`src/rtl/mem_burst_tester.sv`:
```
// Write/read-back burst traffic generator and checker for the DDR3 burst controller.
// Optional `MEM_BURST_TESTER_ERR_INJECT_EN adds err_inject to corrupt one written word.
module mem_burst_tester #(
  parameter int MEM_DATA_BITS = 64,
  parameter int ADDR_BITS     = 24,
  parameter int BURST_LEN     = 128
) (
  input  logic                     mem_clk,
  input  logic                     rst,
  input  logic                     init_calib_complete,
  input  logic                     test_en,
`ifdef MEM_BURST_TESTER_ERR_INJECT_EN
  input  logic                     err_inject,
`endif
  output logic                     wr_burst_req,
  output logic [9:0]               wr_burst_len,
  output logic [ADDR_BITS-1:0]     wr_burst_addr,
  input  logic                     wr_burst_data_req,
  output logic [MEM_DATA_BITS-1:0] wr_burst_data,
  input  logic                     wr_burst_finish,
  output logic                     rd_burst_req,
  output logic [9:0]               rd_burst_len,
  output logic [ADDR_BITS-1:0]     rd_burst_addr,
  input  logic                     rd_burst_data_valid,
  input  logic [MEM_DATA_BITS-1:0] rd_burst_data,
  input  logic                     rd_burst_finish,
  output logic                     error,
  output logic [15:0]              error_cnt,
  output logic [31:0]              burst_cnt
);

  typedef enum logic [1:0] {IDLE, WRITE, READ, NEXT} state_t;

  localparam int          WORDS32 = MEM_DATA_BITS / 32;
  localparam logic [10:0] LEN11   = 11'(BURST_LEN);

  state_t                   state;
  logic [ADDR_BITS-1:0]     addr;
  logic [31:0]              seed;
  logic [10:0]              wr_cnt;
  logic [10:0]              rd_cnt;
  logic [MEM_DATA_BITS-1:0] wr_word;
  logic [MEM_DATA_BITS-1:0] rd_expect;
  logic                     rd_mismatch;
`ifdef MEM_BURST_TESTER_ERR_INJECT_EN
  logic                     inj_armed;
`endif

  function automatic logic [MEM_DATA_BITS-1:0] pattern(input logic [31:0] v);
    return {WORDS32{v}};
  endfunction

  assign wr_burst_len  = 10'(BURST_LEN);
  assign rd_burst_len  = 10'(BURST_LEN);
  assign wr_burst_addr = addr;
  assign rd_burst_addr = addr;

  always_comb begin
    wr_word = pattern(seed + 32'(wr_cnt));
`ifdef MEM_BURST_TESTER_ERR_INJECT_EN
    wr_word[0] = wr_word[0] ^ inj_armed;
`endif
    rd_expect   = pattern(seed + 32'(rd_cnt));
    rd_mismatch = (rd_burst_data != rd_expect);
  end

  always_ff @(posedge mem_clk or posedge rst) begin
    if (rst) begin
      state         <= IDLE;
      wr_burst_req  <= 1'b0;
      rd_burst_req  <= 1'b0;
      addr          <= '0;
      wr_burst_data <= '0;
      seed          <= '0;
      wr_cnt        <= '0;
      rd_cnt        <= '0;
      error         <= 1'b0;
      error_cnt     <= '0;
      burst_cnt     <= '0;
`ifdef MEM_BURST_TESTER_ERR_INJECT_EN
      inj_armed     <= 1'b0;
`endif
    end else begin
      case (state)
        IDLE: begin
          if (init_calib_complete && test_en) begin
            state        <= WRITE;
            wr_burst_req <= 1'b1;
            wr_cnt       <= '0;
          end
        end
        WRITE: begin
          // Data lands one cycle after the request, aligned with the controller's registered write enable.
          if (wr_burst_data_req) begin
            wr_burst_data <= wr_word;
            wr_cnt        <= wr_cnt + 11'd1;
`ifdef MEM_BURST_TESTER_ERR_INJECT_EN
            inj_armed     <= 1'b0;
`endif
          end
          if (wr_burst_finish) begin
            wr_burst_req <= 1'b0;
            rd_burst_req <= 1'b1;
            rd_cnt       <= '0;
            state        <= READ;
          end
        end
        READ: begin
          if (rd_burst_data_valid) begin
            rd_cnt <= rd_cnt + 11'd1;
            if (rd_mismatch) begin
              error <= 1'b1;
              if (error_cnt != '1) error_cnt <= error_cnt + 16'd1;
            end
          end
          if (rd_burst_finish) begin
            rd_burst_req <= 1'b0;
            state        <= NEXT;
          end
        end
        NEXT: begin
          if (rd_cnt != LEN11) begin
            error <= 1'b1;
            if (error_cnt != '1) error_cnt <= error_cnt + 16'd1;
          end
          burst_cnt <= burst_cnt + 32'd1;
          addr      <= addr + ADDR_BITS'(BURST_LEN);
          seed      <= seed + 32'(BURST_LEN);
          state     <= IDLE;
        end
        default: state <= IDLE;
      endcase
`ifdef MEM_BURST_TESTER_ERR_INJECT_EN
      // A new pulse re-arms even when a word is being written this cycle.
      if (err_inject) inj_armed <= 1'b1;
`endif
    end
  end

endmodule

```
`config.mk`:
```
export PLATFORM = sky130hd
export DESIGN_NAME = mem_burst_tester
export DESIGN_NICKNAME = d
export VERILOG_FILES = /design/src/rtl/mem_burst_tester.sv
export SDC_FILE = /design/constraint.sdc
export NUM_CORES = 1
export LEC_CHECK = 0
export BUFFER_PORTS_ARGS = -buffer_cell sky130_fd_sc_hd__buf_2
export CAP_MARGIN = 30
export CORE_MARGIN = 5
export CORE_UTILIZATION = 40
export DETAILED_ROUTE_END_ITERATION = 10
export HOLD_SLACK_MARGIN = 0.1
export PLACE_DENSITY = 0.65
export SLEW_MARGIN = 20
export SYNTH_ARGS = -nofsm -noshare
export SYNTH_HDL_FRONTEND = slang
export SYNTH_SLANG_ARGS = --single-unit
```
`constraint.sdc`:
```
create_clock -name mem_clk -period 4.8 [get_ports mem_clk]
set_input_delay 0.24 -clock mem_clk [delete_from_list [all_inputs] [get_ports mem_clk]]
set_output_delay 0.24 -clock mem_clk [all_outputs]
set_load 0.02 [all_outputs]
```
; ---- After elaboration in Yosys (flattened, before gate mapping)
; Cells that the tools add are included.
[word_totals]
register_bits = 195
inputBits = 72
out_inout_bits = 183
word_cells = 69
[op_classes]
n_addsub = 8
eq_ne = 13
n_mux = 25
reduce_logical = 12
[ops]
columns = op, n
row1 = 32-bit by 11-bit adder with 32-bit output, 2
row2 = 16-bit 2-to-1 mux, 4
row3 = 64-bit != test, 1
row4 = 11-bit 2-to-1 mux, 4
row5 = 11-bit case mux with 2 select lines, 2
row6 = "32-bit by 1-bit adder with 32-bit output, second input constant", 1
row7 = "32-bit by 8-bit adder with 32-bit output, second input constant", 1
row8 = 16-bit case mux with 2 select lines, 1
row9 = "24-bit by 8-bit adder with 24-bit output, second input constant", 1
row10 = "11-bit by 1-bit adder with 11-bit output, second input constant", 2
row11 = "16-bit by 1-bit adder with 16-bit output, second input constant", 1
row12 = "16-bit != test, second input constant", 1
row13 = 3-bit AND reduction, 5
row14 = "2-bit != test, second input constant", 7
row15 = "11-bit by 8-bit != test with 1-bit output, second input constant", 1
row16 = 2-bit case mux with 4 select lines, 1
row17 = 1-bit 2-to-1 mux, 7
row18 = 2-bit 2-to-1 mux, 3
row19 = 1-bit case mux with 2 select lines, 3
row20 = 2-bit nonzero test, 3
row21 = "2-bit == test, second input constant", 2
row22 = 4-bit AND reduction, 1
row23 = "2-bit by 1-bit == test with 1-bit output, second input constant", 1
row24 = 2-bit logical NOT, 1
row25 = 2 further kinds, 2

; ---- Longest topological paths before layout
; Gate-level depths: netlist of run 1.
[logic_depth]
ltp_word = 5
mapped_depth = 14
mapped_depth_nobuf = 12

; ---- Worst setup path after synthesis of run 1
; Ideal clock, no wire load.
[synth_timing]
path_kind = register to register
start = register seed[7]
end = register error_cnt[1]
setup_time_ns = 0.128
t_arrival_ns = 3.697
required_ns = 4.672
path_slack_ns = 0.975
stages_incl_launch_ff = 14
n_path_buf = 1
synth_period_minus_slack_ns = 3.825
path_cell_list = dfrtp_1 ha_1 inv_1 fa_1 nand2b_1 a21o_1 clkbuf_1 o31a_1 or4b_1 a2111oi_1 o2111ai_1 nor4_4 nor2_1 mux2_1
[synth_via]
elab_chain_len = 4
[synth_rtl]
columns = element, line
row1 = "start, declared", 39  ; logic [31:0] seed;
row2 = "start signal, assigned", 128  ; seed <= seed + 32'(BURST_LEN);
row3 = 32-bit by 11-bit adder with 32-bit output, 63  ; rd_expect = pattern(seed + 32'(rd_cnt));
row4 = 64-bit != test, 64  ; rd_mismatch = (rd_burst_data != rd_expect);
row5 = 2-bit != test (no source line), -
row6 = 4-bit AND reduction (no source line), -
row7 = "end signal, assigned", 113  ; if (error_cnt != '1) error_cnt <= error_cnt + 16'd1;
row8 = "end signal, assigned", 124  ; if (error_cnt != '1) error_cnt <= error_cnt + 16'd1;
row9 = "end, declared", 28  ; output logic [15:0] error_cnt,
; Every way passes these cells.
; A chain may end at the register's enable or synchronous reset.

; ---- Worst setup path in the final report of run 1
[layout_timing]
start = register seed[7]
end = register error_cnt[15]
; The elaborated chain is that of the path after synthesis.

==> results.yml, run 1 <==
run_status:
  outcome: "complete, no violations"
synth:
  yosys_warnings: 0
  synth_compound_area_share_pct: 9.08
  ys_ff_latch: 149
  synth_top_area_share_pct: 41.1
  synth_fa_ha_area_share_pct: 3.20
  syn_area_per_cell_sq_um: 9.23
  synth_edf_count: 0
  ys.flop_type: "dfrtp_1"
  async_reset_ff_share_pct: 100
  muxShareOfSynthArea_pct: 2.04
  ys_seq_area_share_pct: 41.1
  synth_xor_xnor_area_share_pct: 12.8
  netlist_top_cells_count: "dfrtp_1 (149), nand2_1 (98), buf_4 (91)"
  yosysUniqueCellTypes: 72
  synth.most_common_cell: "dfrtp_1"
  syn-cell-area_sq_um: 9080
  synth_top_family_by_area: "simple AND/OR/NAND/NOR gates"
  synth-simple-area-share_pct: 22.0
  synthCells: 983
  synth.area.top_cells: "dfrtp_1 (41%), buf_4 (7.5%), xnor2_1 (6.8%)"
  synth_area_leader_cell: "dfrtp_1"
global_route:
  antenna_found_initial: 3
  grt_max_degree: 59
  grt_pass1_wl_microns: 37900
  gr-total-overflow: 0
  track_usage_pct: 18.2
  grt_pass1_vias: 7052
setup_path:
  crit_path_end_kind: "register"
  r2r_end: "error_cnt[15]"
  critPathLaunchType: "register"
  slowest_delay_ps: 560
  cp_max_fo: 10
  path_delay_family: "simple AND/OR/NAND/NOR gates"
  cp.required_ps: 5100
  cpMaxStageDelayCell: "nor4_4"
  rr_worst_depth: 13
  r2r_slack_ps: 460
  worstSetupPathType: "reg -> reg"
  crit_buf_inv: 2
  cp_cell_sequence: "ha_1, inv_1, fa_1, nand2b_1, a21o_1, o31a_1, or4b_1, a2111oi_1, o2111ai_1, nor4_4, buf_4, nor4_1, xor2_1"
  r2r_start: "seed[7]"
  crit_arrival_ps: 4640
drt:
  avgViaCountPerCell: 5.20
  ant_nets: 0
  route.detailed.drc: 0
  routedWlPerCell_microns: 16.5
  routed_wl_microns: 23900
  dr.pass1.iters: 5
  drt_iter0_drc: 415
  num_vias: 7520
hold_path:
  hp-class: "in -> reg"
  hold_depth: 3
  worstHoldStart: "wr_burst_finish"
  hold_path_end: "wr_burst_req"
die:
  initial_core_util_pct: 40.3
  die-height_microns: 161
  dieArea_sq_um: 25800
  std_cell_rows: 55
  ioPinCount: 255
  die_w_microns: 161
  core_area_sq_um: 22500
timing:
  tightest_slew_ps: 704
  rsz0062_at_grt: "no"
  final-hold-violation-count: 0
  finalSetupTns_ps: 0
  relSlewSlack_pct: 53.0
  maxSlewViolCount: 0
  skew_ps: 9.53
  setup_viol: 0
  period_needed_ps: 4340
  hold_ws_ps: 124
  min_period_over_period_pct: 90.4
  max_freq_mhz: 231
power_and_ir_drop:
  finalPower_uw: 4050
  p_leak_uw: 0.00525
  powerDensity_nw_per_um2: 384
  ir_drop_mv: 0.234
clock_tree:
  clk_path_buf_depth: 2
  clock_sinks: 149
  clk_pin_slew_ps: 70
  htree_levels: 4
  postCtsSetupBuffers: 0
  cts_tree: "built"
  cts_root_buf: "clkbuf_16"
  cts_buffers: 17
  clk_latency_ps: 430
cells_and_area:
  nets: 1241
  area_growth_pct: 16.5
  drive_gt1_share_pct: 24.1
place:
  dp.final_hpwl_microns: 18500
  port-buffer-count: 220
  gp_congestion: 0.912
job:
  maxCapViolations: 0
## layout make-up
type	count	area (sq um)
Multi-Input combinational cell	724	4590
Clock buffer	17	425
Timing Repair Buffer	228	1180
Fill cell	2181	11900
Sequential cell	149	3730
Clock inverter	15	184
Tap cell	285	357
Antenna cell	2	5.00
Inverter	27	106
## worst max path at each step
stage / cells past startpoint / start / to / slack (ps)
4_1_cts: 13 / seed[7] / error_cnt[15] / 450
3_3_place_gp: 13 / seed[7] / error_cnt[15] / 570
2_1_floorplan: 1 / rst / burst_cnt[0] / 550
5_1_grt: 12 / seed[7] / error_cnt[1] / 250
6_report: 13 / seed[7] / error_cnt[15] / 460
3_5_place_dp: 13 / seed[7] / error_cnt[15] / 490
## placed cells by master, fill, tap and decap left out, types with 33 or more instances in the layout
cell type	instances
nand3_1	49
xnor2_1	70
nor3_1	34
nand4_1	33
o21ai_0	41
nand2_1	97
nor2_1	75
buf_2	220
dfrtp_1	149
xor2_1	63
conb_1	34
## flip-flops by register name (all words and copies together), names as in the netlist
signal and cells:
rd_burst_req 1, state 2, error_cnt 16, wr_burst_data 32, error 1, burst_cnt 32
rd_burst_addr 17, seed 25, rd_cnt 11, wr_burst_req 1, wr_cnt 11
## metrics by stage
stage	utilization, %	setup WS (ps)	area (sq um)	instances
finish	47.0	463	10600	1447
global route	47.0	248	10600	1447
CTS	46.9	454	10500	1444
detailed placement	44.1	494	9930	1411
global placement	44.1	574	9930	1411
floorplan	-	552	9200	1015
## report_power, final
group	internal [uW]	switching, uW
logic	394	698
registers	1410	199
clock network	705	653
total	2500	1550
## routing by layer
metal | global-route usage, % | vias to the layer above | wire [microns]
met4 | 5.91 | 2 | 473
li1 | - | 3658 | -
met2 | 27.7 | 262 | 10800
met5 | 0 | - | 7
met1 | 25.3 | 3555 | 10900
met3 | 4.95 | 43 | 1780
## timing repair
action,CTS,global route
resized for setup,0,0
endpoints found under the hold margin,49,0
hold buffers,1,0
setup endpoints to repair,0,0
## tightest hold or removal path, stage by stage
cell and delay (ps):
buf_2 120, nand2_1 60, a21o_1 100
## cell families after synthesis
kind of cell	count (synthesis)
and+or+nand+nor	393
DFF	149
buffers and inverters	142
xor gates and xnor gates	133
AOI/OAI and AO/OA	125
adders and majority gates	22
muxes	17
other	2
(Power assumes the default switching activity.)
==> run 2, diff against run 1 <==
CORE_UTILIZATION = 53   (was 40)
PLACE_DENSITY = 0.82   (was 0.65)
==> results.yml, run 2 (synthesized netlist as in run 1, its figures left out) <==
drt:
  dr.pass1.iters: 5
  ant_nets: 0
  routed_wl_microns: 23000
  routedWlPerCell_microns: 16.7
  route.detailed.drc: 0
  num_vias: 7693
  avgViaCountPerCell: 5.58
  drt_iter0_drc: 555
hold_path:
  hp-class: "in -> reg"
  hold_path_end: "wr_cnt[1]"
  worstHoldStart: "wr_burst_data_req"
  hold_depth: 3
clock_tree:
  clk_path_buf_depth: 2
  cts_buffers: 17
  clk_latency_ps: 430
  clock_sinks: 149
  cts_root_buf: "clkbuf_16"
  clk_pin_slew_ps: 70
  cts_tree: "built"
  htree_levels: 4
cells_and_area:
  layout_commonest_cell: "buf_2"
  stdcell_count: 1379
  reg_top3: "burst_cnt x32, wr_burst_data x32, seed x25"
  diodes: 0
  utilization_pct: 62.6
  final_cell_mix: "buf_2 (220), dfrtp_1 (149), nand2_1 (98)"
  fillerInstances: 1385
  area_growth_pct: 15.3
  nets: 1240
  drive_gt1_share_pct: 24.0
power_and_ir_drop:
  powerDensity_nw_per_um2: 384
  p_leak_uw: 0.00524
  ir_drop_mv: 0.268
  finalPower_uw: 4020
place:
  placed_cells: 1345
  port-buffer-count: 220
  dp.final_hpwl_microns: 17500
  gp_congestion: 0.961
setup_path:
  critPathLaunchType: "register"
  r2r_end: "error_cnt[7]"
  cp.required_ps: 5100
  r2r_start: "seed[7]"
  r2r_slack_ps: 550
  rr_worst_depth: 13
  crit_path_end_kind: "register"
  worstSetupPathType: "reg -> reg"
  critical_path.startpoint: "seed[7]"
  crit_arrival_ps: 4550
  cp_max_fo: 9
run_status:
  outcome: "complete, no violations"
timing:
  rsz0062_at_grt: "no"
  min_period_over_period_pct: 88.6
  hold_ws_ps: 141
  skew_ps: 9.47
  maxSlewViolCount: 0
  setup_viol: 0
  final-hold-violation-count: 0
  period_needed_ps: 4250
  relSlewSlack_pct: 57.1
  finalSetupTns_ps: 0
  max_freq_mhz: 235
  tightest_slew_ps: 642
die:
  ioPinCount: 255
  std_cell_rows: 47
  core_area_sq_um: 16700
  die-height_microns: 141
  dieArea_sq_um: 19800
  die_w_microns: 141
  initial_core_util_pct: 54.3
global_route:
  grt_pass1_wl_microns: 36500
  track_usage_pct: 22.7
  antenna_found_initial: 0
  grt_max_degree: 102
  grt_pass1_vias: 7208
  gr-total-overflow: 0
job:
  maxCapViolations: 0
## run 2: cell count changes in the layout (fill, tap and decap cells not counted), sizes merged
cell,before,now
buf,227,226
clkinvlp,2,3
diode,2,0
bufinv,0,1
clkinv,8,5
inv,32,33
## run 2: worst max-delay path, stage by stage, from the launching register on
cell and delay [ps]:
dfrtp_1 450, ha_1 250, inv_1 80, fa_1 410, nand2b_1 240, a21o_1 280, o31a_1 300, or4b_1 510
a2111oi_1 420, o2111ai_1 230, nor4_4 460, buf_4 250, nor3_1 70, xor2_1 160
## run 2: report_power, final
| group | leakage, uW | internal (uW) | switching (uW) |
|---|---|---|---|
| logic | 0.00294 | 390 | 699 |
| clock network | 0.000282 | 738 | 583 |
| registers | 0.00202 | 1410 | 200 |
| total | 0.00524 | 2530 | 1480 |
## run 2: how the worst max path moves through the flow
stage,cells after the start,endpoint
after floorplan,1,burst_cnt[0]
after global placement,13,error_cnt[4]
after detailed placement,13,error_cnt[7]
after CTS,13,error_cnt[7]
after global routing,13,error_cnt[7]
final,13,error_cnt[7]
## run 2: repair_timing
item,4_1_cts,5_1_grt
resized for setup,0,0
hold endpoints to repair,100,0
hold buffers,1,0
buffers inserted,0,0
## run 2: metrics by stage
step,setup slack (ps),area [sq um]
final,549,10500
after global routing,208,10500
after CTS,554,10400
after detailed placement,598,9830
after global placement,682,9830
after floorplan,552,9200
## run 2: area by class of cell
cell class,instances,area (sq um),area share [%]
flip-flops and latches,149,3730,35.6
well taps,220,275,2.63
repair buffers,227,1180,11.2
clock inverters,15,165,1.58
multi-input cells,724,4590,43.8
clock buffers,17,425,4.07
inverters,27,106,1.02
## run 2: routing by layer
| metal | GRT usage [%] | part of all wire, % |
|---|---|---|
| met2 | 37.2 | 48 |
| met4 | 6.68 | 2.0 |
| met3 | 4.77 | 7.8 |
| met5 | 0 | 0 |
| met1 | 30.6 | 42 |
